File: src/rtl/sd_cic_decim_pkg.sv
// Shared constants for the sigma-delta ADC front end: PCM width, default CIC
// geometry and the accumulator width rule.
package sd_cic_decim_pkg;

  localparam int ADC_W          = 16;
  localparam int DECIM_LOG2_DEF = 6;
  localparam int CIC_ORDER_DEF  = 3;

  // Full-scale gain is DECIM^ORDER, so this width holds it without loss.
  function automatic int cic_acc_w(input int order, input int dlog2);
    return order * dlog2 + 1;
  endfunction

endpackage

File: src/rtl/sd_cic_decim_if.sv
// Channel-side bundle of the decimator: modulator bit, bit enable, channel
// enable and the PCM sample/strobe/saturation outputs.
interface sd_cic_decim_if
  import sd_cic_decim_pkg::*;
#(
  parameter int OUT_W = ADC_W
);

  logic             sd_in;
  logic             sd_ce;
  logic             en;
  logic [OUT_W-1:0] sample_out;
  logic             sample_valid;
  logic             sat;

  modport master (
    output sd_in, sd_ce, en,
    input  sample_out, sample_valid, sat
  );

  modport slave (
    input  sd_in, sd_ce, en,
    output sample_out, sample_valid, sat
  );

endinterface

File: src/rtl/sd_cic_decim_sync.sv
// Two-flop synchronizer for a single asynchronous pad bit.
module sd_cic_decim_sync (
  input  logic clk,
  input  logic rst,
  input  logic d,
  output logic q
);

  logic [1:0] sync_q;
  logic [1:0] sync_d;

  always_comb begin
    sync_d = {sync_q[0], d};
  end

  always_ff @(posedge clk or posedge rst) begin
    if (rst) begin
      sync_q <= '0;
    end else begin
      sync_q <= sync_d;
    end
  end

  assign q = sync_q[1];

endmodule

File: src/rtl/sd_cic_decim.sv
// CIC decimator turning one sigma-delta bitstream into unsigned PCM samples,
// with warm-up suppression and sticky full-scale saturation flag.
module sd_cic_decim
  import sd_cic_decim_pkg::*;
#(
  parameter int DECIM_LOG2 = DECIM_LOG2_DEF,
  parameter int ORDER      = CIC_ORDER_DEF,
  parameter int OUT_W      = ADC_W
) (
  input  logic          clk64M,
  input  logic          reset,
  sd_cic_decim_if.slave bus
);

  localparam int ACC_W  = cic_acc_w(ORDER, DECIM_LOG2);
  localparam int WARM_W = $clog2(ORDER + 1);

  logic                  sd_bit;
  logic [DECIM_LOG2-1:0] cnt_q, cnt_d;
  logic                  dstb;

  sd_cic_decim_sync u_sync (
    .clk (clk64M),
    .rst (reset),
    .d   (bus.sd_in),
    .q   (sd_bit)
  );

  always_comb begin
    cnt_d = cnt_q;
    if (!bus.en) begin
      cnt_d = '0;
    end else if (bus.sd_ce) begin
      cnt_d = cnt_q + 1'b1;
    end
  end

  assign dstb = bus.en && bus.sd_ce && (cnt_q == '1);

  genvar gi;

  // Integrator cascade; modulo wrap is harmless because the combs undo it.
  for (gi = 0; gi < ORDER; gi++) begin : g_integ
    logic [ACC_W-1:0] acc_q, acc_d, addend;

    if (gi == 0) begin : g_first
      assign addend = {{(ACC_W-1){1'b0}}, sd_bit};
    end else begin : g_next
      assign addend = g_integ[gi-1].acc_q;
    end

    always_comb begin
      acc_d = acc_q;
      if (!bus.en) begin
        acc_d = '0;
      end else if (bus.sd_ce) begin
        acc_d = acc_q + addend;
      end
    end

    always_ff @(posedge clk64M or posedge reset) begin
      if (reset) begin
        acc_q <= '0;
      end else begin
        acc_q <= acc_d;
      end
    end
  end

  // Comb pipeline: a token enters on dstb and moves one stage per clock,
  // independent of sd_ce, so an in-flight sample always drains.
  for (gi = 0; gi < ORDER; gi++) begin : g_comb
    logic [ACC_W-1:0] in_q, in_d, dly_q, dly_d, diff, load_val;
    logic             v_q, v_d, load;

    if (gi == 0) begin : g_first
      assign load     = dstb;
      assign load_val = g_integ[ORDER-1].acc_q;
    end else begin : g_next
      assign load     = g_comb[gi-1].v_q;
      assign load_val = g_comb[gi-1].diff;
    end

    assign diff = in_q - dly_q;

    always_comb begin
      in_d  = in_q;
      dly_d = dly_q;
      v_d   = load;
      if (load) begin
        in_d = load_val;
      end
      if (v_q) begin
        dly_d = in_q;
      end
      if (!bus.en) begin
        in_d  = '0;
        dly_d = '0;
        v_d   = 1'b0;
      end
    end

    always_ff @(posedge clk64M or posedge reset) begin
      if (reset) begin
        in_q  <= '0;
        dly_q <= '0;
        v_q   <= 1'b0;
      end else begin
        in_q  <= in_d;
        dly_q <= dly_d;
        v_q   <= v_d;
      end
    end
  end

  logic [ACC_W-1:0] comb_r;
  logic             comb_fire, clip, unused_lsbs;
  logic [WARM_W-1:0] warm_q, warm_d;
  logic [OUT_W-1:0]  sample_q, sample_d;
  logic              valid_q, valid_d, sat_q, sat_d;

  assign comb_r      = g_comb[ORDER-1].diff;
  assign comb_fire   = g_comb[ORDER-1].v_q;
  // Only exact full scale (2^(ACC_W-1)) reaches the top bit.
  assign clip        = comb_r[ACC_W-1];
  assign unused_lsbs = ^comb_r[ACC_W-OUT_W-2:0];

  always_comb begin
    warm_d   = warm_q;
    sample_d = sample_q;
    valid_d  = 1'b0;
    sat_d    = sat_q;
    if (comb_fire) begin
      if (warm_q != WARM_W'(ORDER)) begin
        warm_d = warm_q + 1'b1;
      end else begin
        valid_d  = 1'b1;
        sample_d = clip ? '1 : comb_r[ACC_W-2 -: OUT_W];
        if (clip) begin
          sat_d = 1'b1;
        end
      end
    end
    if (!bus.en) begin
      warm_d   = '0;
      sample_d = '0;
      valid_d  = 1'b0;
      sat_d    = 1'b0;
    end
  end

  always_ff @(posedge clk64M or posedge reset) begin
    if (reset) begin
      cnt_q    <= '0;
      warm_q   <= '0;
      sample_q <= '0;
      valid_q  <= 1'b0;
      sat_q    <= 1'b0;
    end else begin
      cnt_q    <= cnt_d;
      warm_q   <= warm_d;
      sample_q <= sample_d;
      valid_q  <= valid_d;
      sat_q    <= sat_d;
    end
  end

  assign bus.sample_out   = sample_q;
  assign bus.sample_valid = valid_q;
  assign bus.sat          = sat_q;

endmodule

File: src/flat_wrapper.sv
// flat-port wrapper written by rule: the top's interface ports become plain ports
module sd_cic_decim_flat import sd_cic_decim_pkg::*;
#(
  parameter int DECIM_LOG2 = DECIM_LOG2_DEF,
  parameter int ORDER      = CIC_ORDER_DEF,
  parameter int OUT_W      = ADC_W
)
  (clk64M, reset, bus_sd_in, bus_sd_ce, bus_en, bus_sample_out, bus_sample_valid, bus_sat);
  sd_cic_decim_if #(.OUT_W(OUT_W)) bus_i ();
  input  logic clk64M;
  input  logic reset;
  input wire logic [$bits(bus_i.sd_in)-1:0] bus_sd_in;
  input wire logic [$bits(bus_i.sd_ce)-1:0] bus_sd_ce;
  input wire logic [$bits(bus_i.en)-1:0] bus_en;
  output wire logic [$bits(bus_i.sample_out)-1:0] bus_sample_out;
  output wire logic [$bits(bus_i.sample_valid)-1:0] bus_sample_valid;
  output wire logic [$bits(bus_i.sat)-1:0] bus_sat;
  assign bus_i.sd_in = bus_sd_in;
  assign bus_i.sd_ce = bus_sd_ce;
  assign bus_i.en = bus_en;
  assign bus_sample_out = bus_i.sample_out;
  assign bus_sample_valid = bus_i.sample_valid;
  assign bus_sat = bus_i.sat;
  sd_cic_decim #(.DECIM_LOG2(DECIM_LOG2), .ORDER(ORDER), .OUT_W(OUT_W)) u_core (.clk64M(clk64M), .reset(reset), .bus(bus_i));
endmodule
File: config.mk
export PLATFORM = sky130hd
export DESIGN_NAME = sd_cic_decim_flat
export DESIGN_NICKNAME = d
export VERILOG_FILES = /design/src/rtl/sd_cic_decim_pkg.sv /design/src/rtl/sd_cic_decim_if.sv /design/src/rtl/sd_cic_decim_sync.sv /design/src/rtl/sd_cic_decim.sv /design/src/flat_wrapper.sv
export SDC_FILE = /design/constraint.sdc
export NUM_CORES = 1
export LEC_CHECK = 0
export ABC_AREA = 0
export BUFFER_PORTS_ARGS = -buffer_cell sky130_fd_sc_hd__buf_2
export CAP_MARGIN = 30
export CORE_ASPECT_RATIO = 1.1
export CORE_UTILIZATION = 58
export CTS_CLUSTER_SIZE = 25
export DETAILED_ROUTE_END_ITERATION = 12
export PLACE_DENSITY = 0.77
export SLEW_MARGIN = 10
export SYNTH_ARGS = -nofsm -noshare
export SYNTH_HDL_FRONTEND = slang
export SYNTH_SLANG_ARGS = --single-unit
File: constraint.sdc
create_clock -name clk64M -period 5.75 [get_ports clk64M]
set_clock_uncertainty 0.1 [all_clocks]
set_input_delay 0.2875 -clock clk64M [delete_from_list [all_inputs] [get_ports clk64M]]
set_output_delay 0.2875 -clock clk64M [all_outputs]
set_load 0.02 [all_outputs]
Yosys cells after proc, flatten, opt, wreduce, memory -nomap -nowiden
Index checks and enable logic that the tools add are counted.
- logic and storage cells: 78
- register bits after elaboration: 202
- bits of input ports: 5
- multiplexer cells: 37
- add/sub/neg operators: 8
- reduce and logical (&&, ||, !) cells: 5
- equal/unequal tests: 10
- operator list (kind ; number):
    2-to-1 mux 19 bit ; 18
    2-to-1 mux 16 bit ; 4
    subtractor 19 bit ; 3
    adder 19 bit ; 2
    adder 19 x 1 -> 19 bit ; 1
    2-to-1 mux 6 bit ; 2
    inequality test 2 x 1 -> 1 bit, second input constant ; 6
    2-to-1 mux 1 bit ; 10
    adder 6 x 1 -> 6 bit, second input constant ; 1
    equality test 6 bit, second input constant ; 1
    2-to-1 mux 2 bit ; 3
    inequality test 2 bit, second input constant ; 3
    AND reduction 2 bit ; 2
    AND reduction 3 bit ; 1
    adder 2 x 1 -> 2 bit, second input constant ; 1
    logical AND 1 bit ; 2

Depth between registers and ports, before layout
Gate-level depths: netlist (run 1).
- depth after elaboration: 5
- mapped depth: 13
- gate-level depth less buffers: 12

Cells and area by module
A second synthesis (run 1) with hierarchy kept.
- cells, all modules: 1329
- area total of the unflattened synthesis: 12239.2 um^2
- modules (own cells, without submodules) (module ; instances ; area each (um^2) ; cells each):
    sd_cic_decim ; 1 ; 12185.4 ; 1326
    sd_cic_decim_sync ; 1 ; 53.8 ; 3

Worst setup path before layout (run 1)
OpenSTA, ideal clock, no wires.
- path kind: flip-flop to flip-flop
- from: register u_core.g_comb[2].in_q[2]
- to: register u_core.sample_q[15], in the netlist u_core.bus.sample_out[15]
- data required time: 5.524 ns
- path buffers: 2
- arrival time: 2.535 ns
- cell stages (with the launch flop): 12
- clock period less this slack: 2.761 ns
- path slack: 2.989 ns
- path through: dfrtp_1 > ha_1 > a21o_1 > a31o_2 > a211o_2 > a31oi_1 > a211oi_2 > xnor2_1 > and2_1 > buf_4 > buf_4 > a221o_1
- longest elaborated chain between the ends: 5
- RTL lines (element ; RTL line ; text):
    start: declaration ; sd_cic_decim.sv:73 ; logic [ACC_W-1:0] in_q, in_d, dly_q, dly_d, diff, load_val;
    start signal: assignment ; sd_cic_decim.sv:109 ; in_q <= in_d;
    subtractor 19 bit ; sd_cic_decim.sv:84 ; assign diff = in_q - dly_q;
    2-to-1 mux 16 bit ; sd_cic_decim.sv:138 ; sample_d = clip ? '1 : comb_r[ACC_W-2 -: OUT_W];
    2-to-1 mux 16 bit ; sd_cic_decim.sv:134 ; if (warm_q != WARM_W'(ORDER)) begin
    2-to-1 mux 16 bit ; sd_cic_decim.sv:133 ; if (comb_fire) begin
    2-to-1 mux 16 bit ; sd_cic_decim.sv:144 ; if (!bus.en) begin
    end signal: assignment ; sd_cic_decim.sv:162 ; sample_q <= sample_d;
    end: declaration ; sd_cic_decim.sv:119 ; logic [OUT_W-1:0] sample_q, sample_d;
No other way between the ends. The select of a mux whose other input is x is not followed.
A chain may end at the register's enable or synchronous reset.

Final worst setup path (run 1)
- from: register u_core.g_comb[1].in_q[0]
- to: register u_core.g_comb[2].in_q[18]
- longest elaborated chain between the ends: 3
- RTL lines (element ; RTL line ; text):
    start: declaration ; sd_cic_decim.sv:73 ;
    start signal: assignment ; sd_cic_decim.sv:109 ;
    subtractor 19 bit ; sd_cic_decim.sv:84 ;
    2-to-1 mux 19 bit ; sd_cic_decim.sv:90 ; if (load) begin
    2-to-1 mux 19 bit ; sd_cic_decim.sv:96 ; if (!bus.en) begin
No other way between the ends. The select of a mux whose other input is x is not followed.

==> metrics, run 1 <==
P_leak=6.18 nW; GR Util All Layers=22.7%; pre-CTS WS=around 2600 ps; final antenna-violating net count=0; Core ar.=0.0207 mm^2; maximum clock frequency=0.314 GHz; R2R Path Start=u_core.g_comb[1].in_q[0]$_DFFE_PP0P_; final hold vios=0; FF+latch count, synth=roughly 200; Top Ports=23; switching share of total power=21.1%; TritonCTS Buffers=24; Synth async-reset ratio=100%; post-synth top area share=between 40% and 50%; clock slew seen by the registers of the worst setup and hold paths=approximately 60 ps; worst hold slack=171 ps; RSZ-0062 raised after global routing=false; # fillers=1,666; R2R setup slack=2570 ps; first-pass GRT wire length=41,700 um; endpoints failing setup=0; crit path cell chain=inv_1 -> ha_1 -> inv_1 -> fa_1 -> a211oi_1 -> o21bai_1 -> a31oi_1 -> o21ai_0 -> a211o_1 -> o31ai_1 -> xnor2_1 -> o22ai_1; sequential share of the synthesized area=about two fifths; Post-DP HPWL=16,300 um; PortBufs=22; Non-Filler Instances=1,636; synthesized area=about 0.012 mm^2; Mapped Cells=~1.3k; 1st-iter DRT viols=approximately 480; Mapped Nets=1,432; Worst Hold Depth=4; area leader, netlist=dfrtp_1; gr busiest metal=met2; R2R depth=12; fin crit period=3180 ps; Root Buffer=clkbuf_16; Vias/cell=5.71; internal power=2.42 mW; commonest register cell after synthesis=dfrtp_1; clk_lat worst skew=510 ps; Reg power frac=46.8%; PnR worst setup slack=2570 ps; Area Overhead vs Synth=9.66%; Multi-input gate area=0.00680 mm^2; initial antenna violation count=0; Clk pwr share=50.1%; r2r endpoint=u_core.g_comb[2].in_q[18]$_DFFE_PP0P_; grt met1 use=26.7%; Final period util=between 50 and 60%; grt met3 use=between 2 and 3%; WHS Endpoint=u_core.g_integ[0].acc_q[2]$_DFFE_PP0P_; worst-margin pin slew=about 780 ps; Vias=9,344; utilization after layout=65.5%; Die W=141 um; Rows=55; Peak VDD IR=0.217 mV; number of global-route vias before repair=9,263; # diodes=0; CP max FO=3; chip height=155 um; gr ovfl total=0; Post-DP Area=~0.013 mm^2; Pre-Repair DR Iteration Count=4; number of synthesized flops with an enable pin=0; Clock Path Buffers=3; routed length per instance=14.6 um; hold wc startpoint=bus_sd_ce; slew margin rel.=a little under half; Yosys cell types=69; fin area=0.0136 mm^2; Worst path slowest cell=fa_1; cell area power density=between 200 and 250 mW/mm^2; arrival time worst endpoint=3430 ps; Setup CP Type=reg2reg; syn_area_per_cell=9.31 um^2; max-cap viol count=0; NumNets Final=1,436; Net Switching=0.646 mW; final setup TNS=0 ps; run status=finished, final reports clean; Cells after DPL=1,591; global routing met2 resource utilization=42.5%; largest net degree at the start of global routing=140; Post-Route WL=23,800 um; Critical Path Most Common Cell=inv_1; share of cells above drive strength 1=6.59%; WP data required=6000 ps; largest stage delay on the critical path=430 ps; CTS tree=built; die area=0.0219 mm^2; Initial Utilization=59.8%; Worst Setup End Kind=flip-flop; htree depth=1; total power=3.06 mW; CP Launch Type=flip-flop; synth top area cells=dfrtp_1 (41%), ha_1 (9.4%), mux2i_1 (7.8%); Final Max Tran Viols=0; Sequential Area=0.00506 mm^2; Sink Count=202; Final Wtd Congestion=0.840; post-cts resize count=0; hold crit path type=in2reg; DRC viols=0; Logic pwr share=3.1%; Ys Warns=0
==> worst max-delay path, delay by kind of cell (launching register included) <==
family                     cells  cell delay, ps
AOI/OAI and AO/OA              7            1670
xor gates and xnor gates       1             160
adders and majority gates      2             580
buffers and inverters          2             110
DFF                            1             390
==> synth_stat cells (7+ instances only) <==
| cell type | instances |
|---|---|
| buf_1 | 7 |
| nor3_1 | 20 |
| nand2b_1 | 13 |
| a211oi_1 | 21 |
| nor2b_1 | 12 |
| nand3b_1 | 10 |
| mux2i_1 | 97 |
| dfrtp_1 | 202 |
| ha_1 | 93 |
| a21o_1 | 24 |
| nand3_1 | 36 |
| xor2_1 | 30 |
| nand4_1 | 11 |
| o21a_1 | 18 |
| clkbuf_1 | 48 |
| nand2_1 | 111 |
| xnor2_1 | 45 |
| a221o_1 | 16 |
| o22ai_1 | 8 |
| nor2_1 | 168 |
| and3_1 | 12 |
| or3_1 | 10 |
| a21oi_1 | 78 |
| o21ai_0 | 60 |
| inv_1 | 80 |
==> worst max path at each step <==
stage	startpoint	to	slack (ps)	depth (start not counted)
after floorplan	reset	u_core.bus.sample_out[0]$_DFFE_PP0P_	2750	1
final	u_core.g_comb[1].in_q[0]$_DFFE_PP0P_	u_core.g_comb[2].in_q[18]$_DFFE_PP0P_	2570	12
after global placement	u_core.g_comb[0].in_q[0]$_DFFE_PP0P_	u_core.g_comb[1].in_q[16]$_DFFE_PP0P_	2710	11
after global routing	u_core.g_integ[1].acc_q[0]$_DFFE_PP0P_	u_core.g_integ[1].acc_q[18]$_DFFE_PP0P_	2320	11
after detailed placement	u_core.g_comb[0].in_q[0]$_DFFE_PP0P_	u_core.g_comb[1].in_q[16]$_DFFE_PP0P_	2620	11
after CTS	u_core.g_comb[1].in_q[0]$_DFFE_PP0P_	u_core.g_comb[2].in_q[18]$_DFFE_PP0P_	2590	12
==> timing repair <==
item / CTS / global route
setup buffers: 0 / 0
hold buffers: 2 / 0
hold endpoints to repair: 139 / 0
==> layout by cell type (no fill, tap or decap), types with 7 or more instances in the layout <==
cell	instances
a221o_1	16
o21ai_0	60
nand2b_1	13
ha_1	93
nor2b_1	12
a211oi_1	21
buf_4	10
and3_1	12
nand2_1	111
a21oi_1	78
xnor2_1	45
dfrtp_1	200
o22ai_1	8
nand3_1	36
nand4_1	11
inv_1	78
xor2_1	30
nand3b_1	10
buf_2	22
nor2_1	168
nor3_1	19
clkbuf_16	25
o21a_1	18
mux2i_1	97
or3_1	10
clkbuf_8	7
a21o_1	24
==> cells by family after synthesis <==
| kind of cell | after synthesis | share of synthesized area (%) |
|---|---|---|
| AO/OA/AOI/OAI | 301 | 16.4 |
| XOR/XNOR | 75 | 5.31 |
| adder cells (fa/ha/maj) | 97 | 10.0 |
| buffers and inverters | 138 | 4.24 |
| flip-flops | 202 | 40.8 |
| multiplexers | 98 | 7.93 |
| AND/OR/NAND/NOR | 419 | 15.3 |
==> area by class of cell <==
class / instances / area share (%)
flip-flops and latches: 202 / 37.3
clock inverters: 7 / 0.627
multi-input cells: 990 / 50.1
clock buffers: 36 / 5.43
repair buffers: 35 / 1.66
inverters: 81 / 2.29
well taps: 285 / 2.63
==> layer usage <==
layer  share of wire [%]  wire (um)
met1                  43      10400
met2                  51      12100
met3                 3.1        734
met4                 2.6        617
met5                   0          0
==> state kept, by name, indices dropped and copies added (netlist names) <==
register,flops
u_core.comb_fire,1
u_core.bus.sample_valid,1
u_core.g_integ.acc_q,38
u_core.u_sync.sync_q,2
u_core.cnt_q,6
u_core.bus.sat,1
u_core.g_comb.in_q,57
u_core.g_comb.load_val,19
u_core.bus.sample_out,16
u_core.g_comb.dly_q,57
u_core.g_comb.v_q,2
u_core.warm_q,2
==> power groups by stage <==
stage | logic (mW) | clock network [mW] | registers [mW]
2_1_floorplan | 0.0691 | 0 | 1.46
3_3_place_gp | 0.0940 | 0 | 1.46
3_5_place_dp | 0.0964 | 0 | 1.46
4_1_cts | 0.0976 | 1.57 | 1.43
5_1_grt | 0.109 | 1.63 | 1.43
6_report | 0.0947 | 1.53 | 1.43
Note: power is estimated with default switching activity, not from simulation.
==> run 2: changes to the inputs <==
Settings changed: ABC_AREA 0 to 1, CORE_UTILIZATION 58 to 60.
Clock period 5.75 ns to 3 ns, I/O delays scaled along.
==> run 2 against run 1 <==
Compared with the run above:
- sequential power increased by 92%
- largest cell class unchanged
- die area rose by 1.8%
- combinational power increased by 82%
- critical endpoint is now u_core.g_integ[1].acc_q[16]$_DFFE_PP0P_
- global-route usage rose by 7.7 points
- highest routed layer unchanged
- maximum frequency up 36%
==> metrics, run 2 <==
PortBufs=22; hold crit path type=in2reg; run status=finished, final reports clean; Net Switching=roughly 1.3 mW; 1st-iter DRT viols=790; Cells after DPL=2,039; clock slew seen by the registers of the worst setup and hold paths=60 ps; Ys Warns=0; Non-Filler Instances=around 2.1k; most common cell in the netlist=nand2_1; max-cap viol count=0; Peak VDD IR=0.394 mV; NumNets Final=1,879; final setup TNS=0 ps; list of most frequent post-synthesis cells=nand2_1 (428), inv_1 (229), dfrtp_1 (202), a21oi_1 (137), o21ai_0 (137); P_leak=7.63 nW; Logic pwr share=around 3.0%; Final Wtd Congestion=0.980; chip height=157 um; FF+latch count, synth=202; post-synth top area share=between 30% and 40%; Yosys cell types=47; cell area power density=between 400 and 500 mW/mm^2; area leader, netlist=dfrtp_1; TritonCTS Buffers=22; synth top area cells=dfrtp_1 (39%), nand2_1 (12%), ha_1 (8.9%); Mapped Cells=1,746; Reg power frac=47.5%; number of global-route vias before repair=11.5k; initial antenna violation count=0; Multi-input gate area=0.00694 mm^2; CTS tree=built; largest net degree at the start of global routing=between 100 and 150; final hold vios=0; Synth async-reset ratio=100%; Pre-Repair DR Iteration Count=6; Die W=143 um; Top Ports=23; clk_lat worst skew=510 ps; PnR worst setup slack=668 ps; post-cts resize count=0; syn_area_per_cell=7.47 um^2; first-pass GRT wire length=54,500 um; final antenna-violating net count=0; Rows=56; WP data required=3320 ps; Post-DP HPWL=24,300 um; Final period util=77.7%; Clock Path Buffers=3; Setup CP Type=reg2reg; CP max FO=5; Worst Setup End Kind=flip-flop; DRC viols=0; GR Util All Layers=30.4%; synthesized area=approximately 0.013 mm^2; Post-DP Area=0.0135 mm^2; worst-margin pin slew=between 700 and 800 ps; die area=0.0223 mm^2; Core ar.=0.0213 mm^2; routed length per instance=15.7 um; gr ovfl total=0; fin area=~0.014 mm^2; share of cells above drive strength 1=under 10%; Area Overhead vs Synth=9.56%; htree depth=1; fin crit period=approximately 2300 ps; endpoints failing setup=0; Mapped Nets=1,848; Final Max Tran Viols=0; Initial Utilization=61.2%; Vias=11.9k; # diodes=0; Post-CTS Setup Bufs=0; CP Launch Type=flip-flop; arrival time worst endpoint=2650 ps; maximum clock frequency=0.429 GHz; slew margin rel.=between 50% and 60%; Vias/cell=5.71; internal power=4.51 mW; Sink Count=202; RSZ-0062 raised after global routing=false; sequential share of the synthesized area=38.8%; number of synthesized flops with an enable pin=0; commonest register cell after synthesis=dfrtp_1; Clk pwr share=49.5%; Post-Route WL=32,700 um; # fillers=1,862; commonest non-fill, non-tap cells in the layout=nand2_1 (428), inv_1 (228), dfrtp_1 (202), o21ai_0 (137), a21oi_1 (137); pre-CTS WS=715 ps; most common cell after layout, fill and taps aside=nand2_1; switching share of total power=between 20% and 30%; Root Buffer=clkbuf_16; total power=5.77 mW; Largest regs=u_core.g_comb.dly_q: 57 flops, u_core.g_comb.in_q: 57 flops, u_core.g_integ.acc_q: 38 flops; Sequential Area=0.00505 mm^2
## run 2: cell types whose count changed in the layout (fill, tap and decap cells not counted), sizes merged, moves of 47 or more
cell   previous run  this run
nand3            36       144
o22ai             8        55
o21ai            63       140
inv              79       234
nand2           111       438
mux2i            97         0
a21oi            80       137
## run 2: cells by family after synthesis
group / after synthesis / synth area share, %
AND/OR/NAND/NOR: 776 / 26.1
AO/OA/AOI/OAI: 385 / 16.4
buffers and inverters: 268 / 8.00
flip-flops: 202 / 38.8
adder cells (fa/ha/maj): 97 / 9.54
XOR/XNOR: 18 / 1.21
## run 2: cell type report
type | instances | share of cell area (%)
flip-flops and latches | 202 | 35.4
well taps | 290 | 2.54
clock inverters | 7 | 0.639
clock buffers | 33 | 4.78
inverters | 235 | 6.20
multi-input cells | 1276 | 48.6
repair buffers | 40 | 1.87
## run 2: power by group through the flow
stage | combinational (mW) | clock [mW] | sequential, mW
after floorplan | 0.119 | 0 | 2.79
after global placement | 0.169 | 0 | 2.79
after detailed placement | 0.171 | 0 | 2.79
after CTS | 0.176 | 2.90 | 2.74
after global routing | 0.196 | 3.00 | 2.74
final | 0.172 | 2.86 | 2.74
## run 2: what timing repair did
item / in CTS / in global routing
hold buffers: 4 / 0
hold endpoints to repair: 208 / 0
setup endpoints to repair: 0 / 0
## run 2: path summary, 6_finish.rpt
path / to / start / depth (start not counted) / slack [ps]
worst max-delay path: u_core.g_integ[1].acc_q[16]$_DFFE_PP0P_ / u_core.g_integ[1].acc_q[0]$_DFFE_PP0P_ / 12 / 670
min in group asynchronous: u_core.g_comb[1].dly_q[14]$_DFFE_PP0P_ / reset / 4 / 270
max in group asynchronous: u_core.bus.sample_out[9]$_DFFE_PP0P_ / reset / 4 / 1930
worst min-delay path: u_core.u_sync.sync_q[0]$_DFF_PP0_ / bus_sd_in / 2 / 190
worst max register to register: u_core.g_integ[1].acc_q[16]$_DFFE_PP0P_ / u_core.g_integ[1].acc_q[0]$_DFFE_PP0P_ / 12 / 670
worst min register to register: u_core.u_sync.sync_q[1]$_DFF_PP0_ / u_core.u_sync.sync_q[0]$_DFF_PP0_ / 0 / 270
## run 2: layer usage
layer	vias to the layer above	global-route usage (%)	part of all wire, %
met5	-	0	0
li1	5902	-	-
met4	0	11.0	3.0
met2	330	52.9	49
met1	5583	38.9	43
met3	72	3.52	5.0
## run 2: worst max-delay path, stage by stage (launching register included)
cell and delay, ps:
dfrtp_1 370, ha_1 270, inv_1 90, fa_1 460, inv_1 140, nand3_1 100, nand2_1 100, nand2_1 60
nand2_1 120, nand3_1 110, nand3_1 100, nand2_1 50, o21ai_0 180
## run 2: stage by stage
step	hold WS, ps	util [%]
finish	187	67.1
global route	196	67.1
CTS	166	67.1
detailed placement	163	63.3
global placement	162	63.3
floorplan	81.4	-
==> run 3: changes to the inputs <==
Settings changed: CORE_UTILIZATION 60 to 58.
Clock period 3 ns to 2.1 ns, I/O delays scaled along.
==> run 3 against run 2 <==
Compared with the run above:
- sequential share of layout area fell by 2.5 points
- combinational power rose by 58%
- power rose by 49%
- global-route usage rose by 0.18 points
- via count rose by 3.9%
- die area rose by 3.4%
- non-clock buffer count rose by 67
- cell area rose by 7.5%
- largest cell class unchanged
==> metrics, run 3 (synthesis gave the netlist of run 2 again) <==
hold crit path type=in2reg; Rows=57; Clock Path Buffers=3; DRC viols=0; r2r endpoint=u_core.g_comb[0].load_val[13]$_DFFE_PP0P_; Final Wtd Congestion=0.923; CP max FO=6; Vias/cell=5.72; max-cap viol count=0; Setup CP Type=reg2reg; R2R Path Start=u_core.g_integ[1].acc_q[2]$_DFFE_PP0P_; Area Overhead vs Synth=17.8%; Sink Count=202; gr ovfl total=0; Root Buffer=clkbuf_16; largest stage delay on the critical path=roughly 440 ps; share of cells above drive strength 1=15.3%; 1st-iter DRT viols=859; die area=~0.023 mm^2; GR Util All Layers=between 30% and 40%; NumNets Final=1,949; routed length per instance=~17 um; CP delay by family, top=simple AND/OR/NAND/NOR gates; Worst Setup End Kind=flip-flop; WP buf/inv=0; WP data required=2360 ps; number of global-route vias before repair=between 10k and 15k; Post-DP Area=0.0139 mm^2; Post-DP HPWL=25,700 um; clock slew seen by the registers of the worst setup and hold paths=about 60 ps; fin crit period=2060 ps; crit path cell chain=ha_1 -> nand2_1 -> nor2_2 -> nand2_1 -> nand3_1 -> nand3_1 -> nand2_1 -> nand2_1 -> nand2_1 -> o22ai_1; PnR worst setup slack=38.6 ps; Cells after DPL=2,103; R2R depth=10; R2R setup slack=just under 40 ps; Final Max Tran Viols=0; PortBufs=22; CTS tree=built; Initial Utilization=between 50 and 60%; pre-CTS WS=-29.7 ps; worst-margin pin slew=793 ps; Die W=145 um; fin area=0.0154 mm^2; cell area power density=559 mW/mm^2; clk_lat worst skew=~520 ps; first-pass GRT wire length=57,600 um; chip height=between 150 and 200 um; initial antenna violation count=0; Peak VDD IR=0.705 mV; Final period util=98.2%; CP Launch Type=flip-flop; arrival time worst endpoint=approximately 2300 ps; maximum clock frequency=0.485 GHz; final antenna-violating net count=0; Worst Hold Depth=2; Vias=12.3k; most common cell after layout, fill and taps aside=nand2_1; Top Ports=23; hold wc startpoint=bus_sd_in; Critical Path Most Common Cell=nand2_1; endpoints failing setup=0; commonest non-fill, non-tap cells in the layout=nand2_1 (414), inv_1 (221), dfrtp_1 (202), nand3_1 (131); Largest regs=u_core.g_comb.dly_q: 57 flops, u_core.g_comb.in_q: 57 flops, u_core.g_integ.acc_q: 38 flops; Worst path slowest cell=ha_1; # diodes=0; WHS Endpoint=u_core.u_sync.sync_q[0]$_DFF_PP0_; Non-Filler Instances=2,158; RSZ-0062 raised after global routing=true; final setup TNS=0 ps; Post-Route WL=about 36,000 um; htree depth=1; Pre-Repair DR Iteration Count=5; Core ar.=approximately 0.022 mm^2; largest net degree at the start of global routing=between 60 and 70; slew margin rel.=47.1%; run status=finished, final reports clean; P_leak=about 8.0 nW; TritonCTS Buffers=23; final hold vios=0
## run 3: cell count changes in the layout (fill, tap and decap cells not counted), moves of 13 or more
cell	previous run	this run
o21ai_0	137	117
nand2_1	428	414
nor2_2	4	17
a21oi_2	0	20
ha_1	93	68
ha_2	0	13
nor2_1	122	106
a21oi_1	137	117
o21ai_1	3	19
buf_4	13	78
## run 3: layout make-up
type	instances	area, um^2
fillers	1805	6750
clock inverters	15	225
inverters	235	886
well taps	295	369
multi-input cells	1278	7430
repair buffers	107	796
clock buffers	26	607
flip-flops and latches	202	5050
## run 3: how the worst max path moves through the flow
stage,startpoint,endpoint,cells after the start
floorplan,reset,u_core.bus.sample_out[0]$_DFFE_PP0P_,1
global placement,u_core.g_comb[1].in_q[0]$_DFFE_PP0P_,u_core.g_comb[2].in_q[8]$_DFFE_PP0P_,13
detailed placement,u_core.g_integ[1].acc_q[0]$_DFFE_PP0P_,u_core.g_integ[1].acc_q[16]$_DFFE_PP0P_,11
CTS,u_core.g_comb[2].in_q[11]$_DFFE_PP0P_,u_core.bus.sample_out[15]$_DFFE_PP0P_,10
global route,u_core.g_integ[1].acc_q[2]$_DFFE_PP0P_,u_core.g_comb[0].load_val[11]$_DFFE_PP0P_,9
finish,u_core.g_integ[1].acc_q[2]$_DFFE_PP0P_,u_core.g_comb[0].load_val[13]$_DFFE_PP0P_,10
## run 3: what timing repair did
| action | CTS | global route |
|---|---|---|
| pin swaps | 0 | 26 |
| hold buffers | 4 | 0 |
| endpoints found under the hold margin | 211 | 0 |
| cloned | 0 | 2 |
| endpoints found under the setup margin | 9 | 62 |
| setup buffers | 0 | 8 |
| gates resized for setup | 7 | 133 |
## run 3: metrics by stage
stage	utilization [%]	hold slack, ps	total power [mW]
after global placement	63.1	115	4.24
final	69.5	128	8.59
after global routing	69.5	120	8.82
after floorplan	-	36.4	4.15
after detailed placement	63.1	115	4.25
after CTS	67.1	111	8.63
## run 3: routing by layer
| metal | share of wire (%) | vias up | global-route usage, % |
|---|---|---|---|
| met5 | 0 | - | 0 |
| li1 | - | 6065 | - |
| met4 | 3.2 | 0 | 11.3 |
| met2 | 50 | 362 | 53.7 |
| met3 | 4.9 | 83 | 3.52 |
| met1 | 42 | 5836 | 38.6 |
## run 3: power breakdown
part / switching [mW] / internal [mW]
Combinational: 0.208 / 0.0639
Clock: 1.69 / 2.71
Sequential: 0.0121 / 3.90
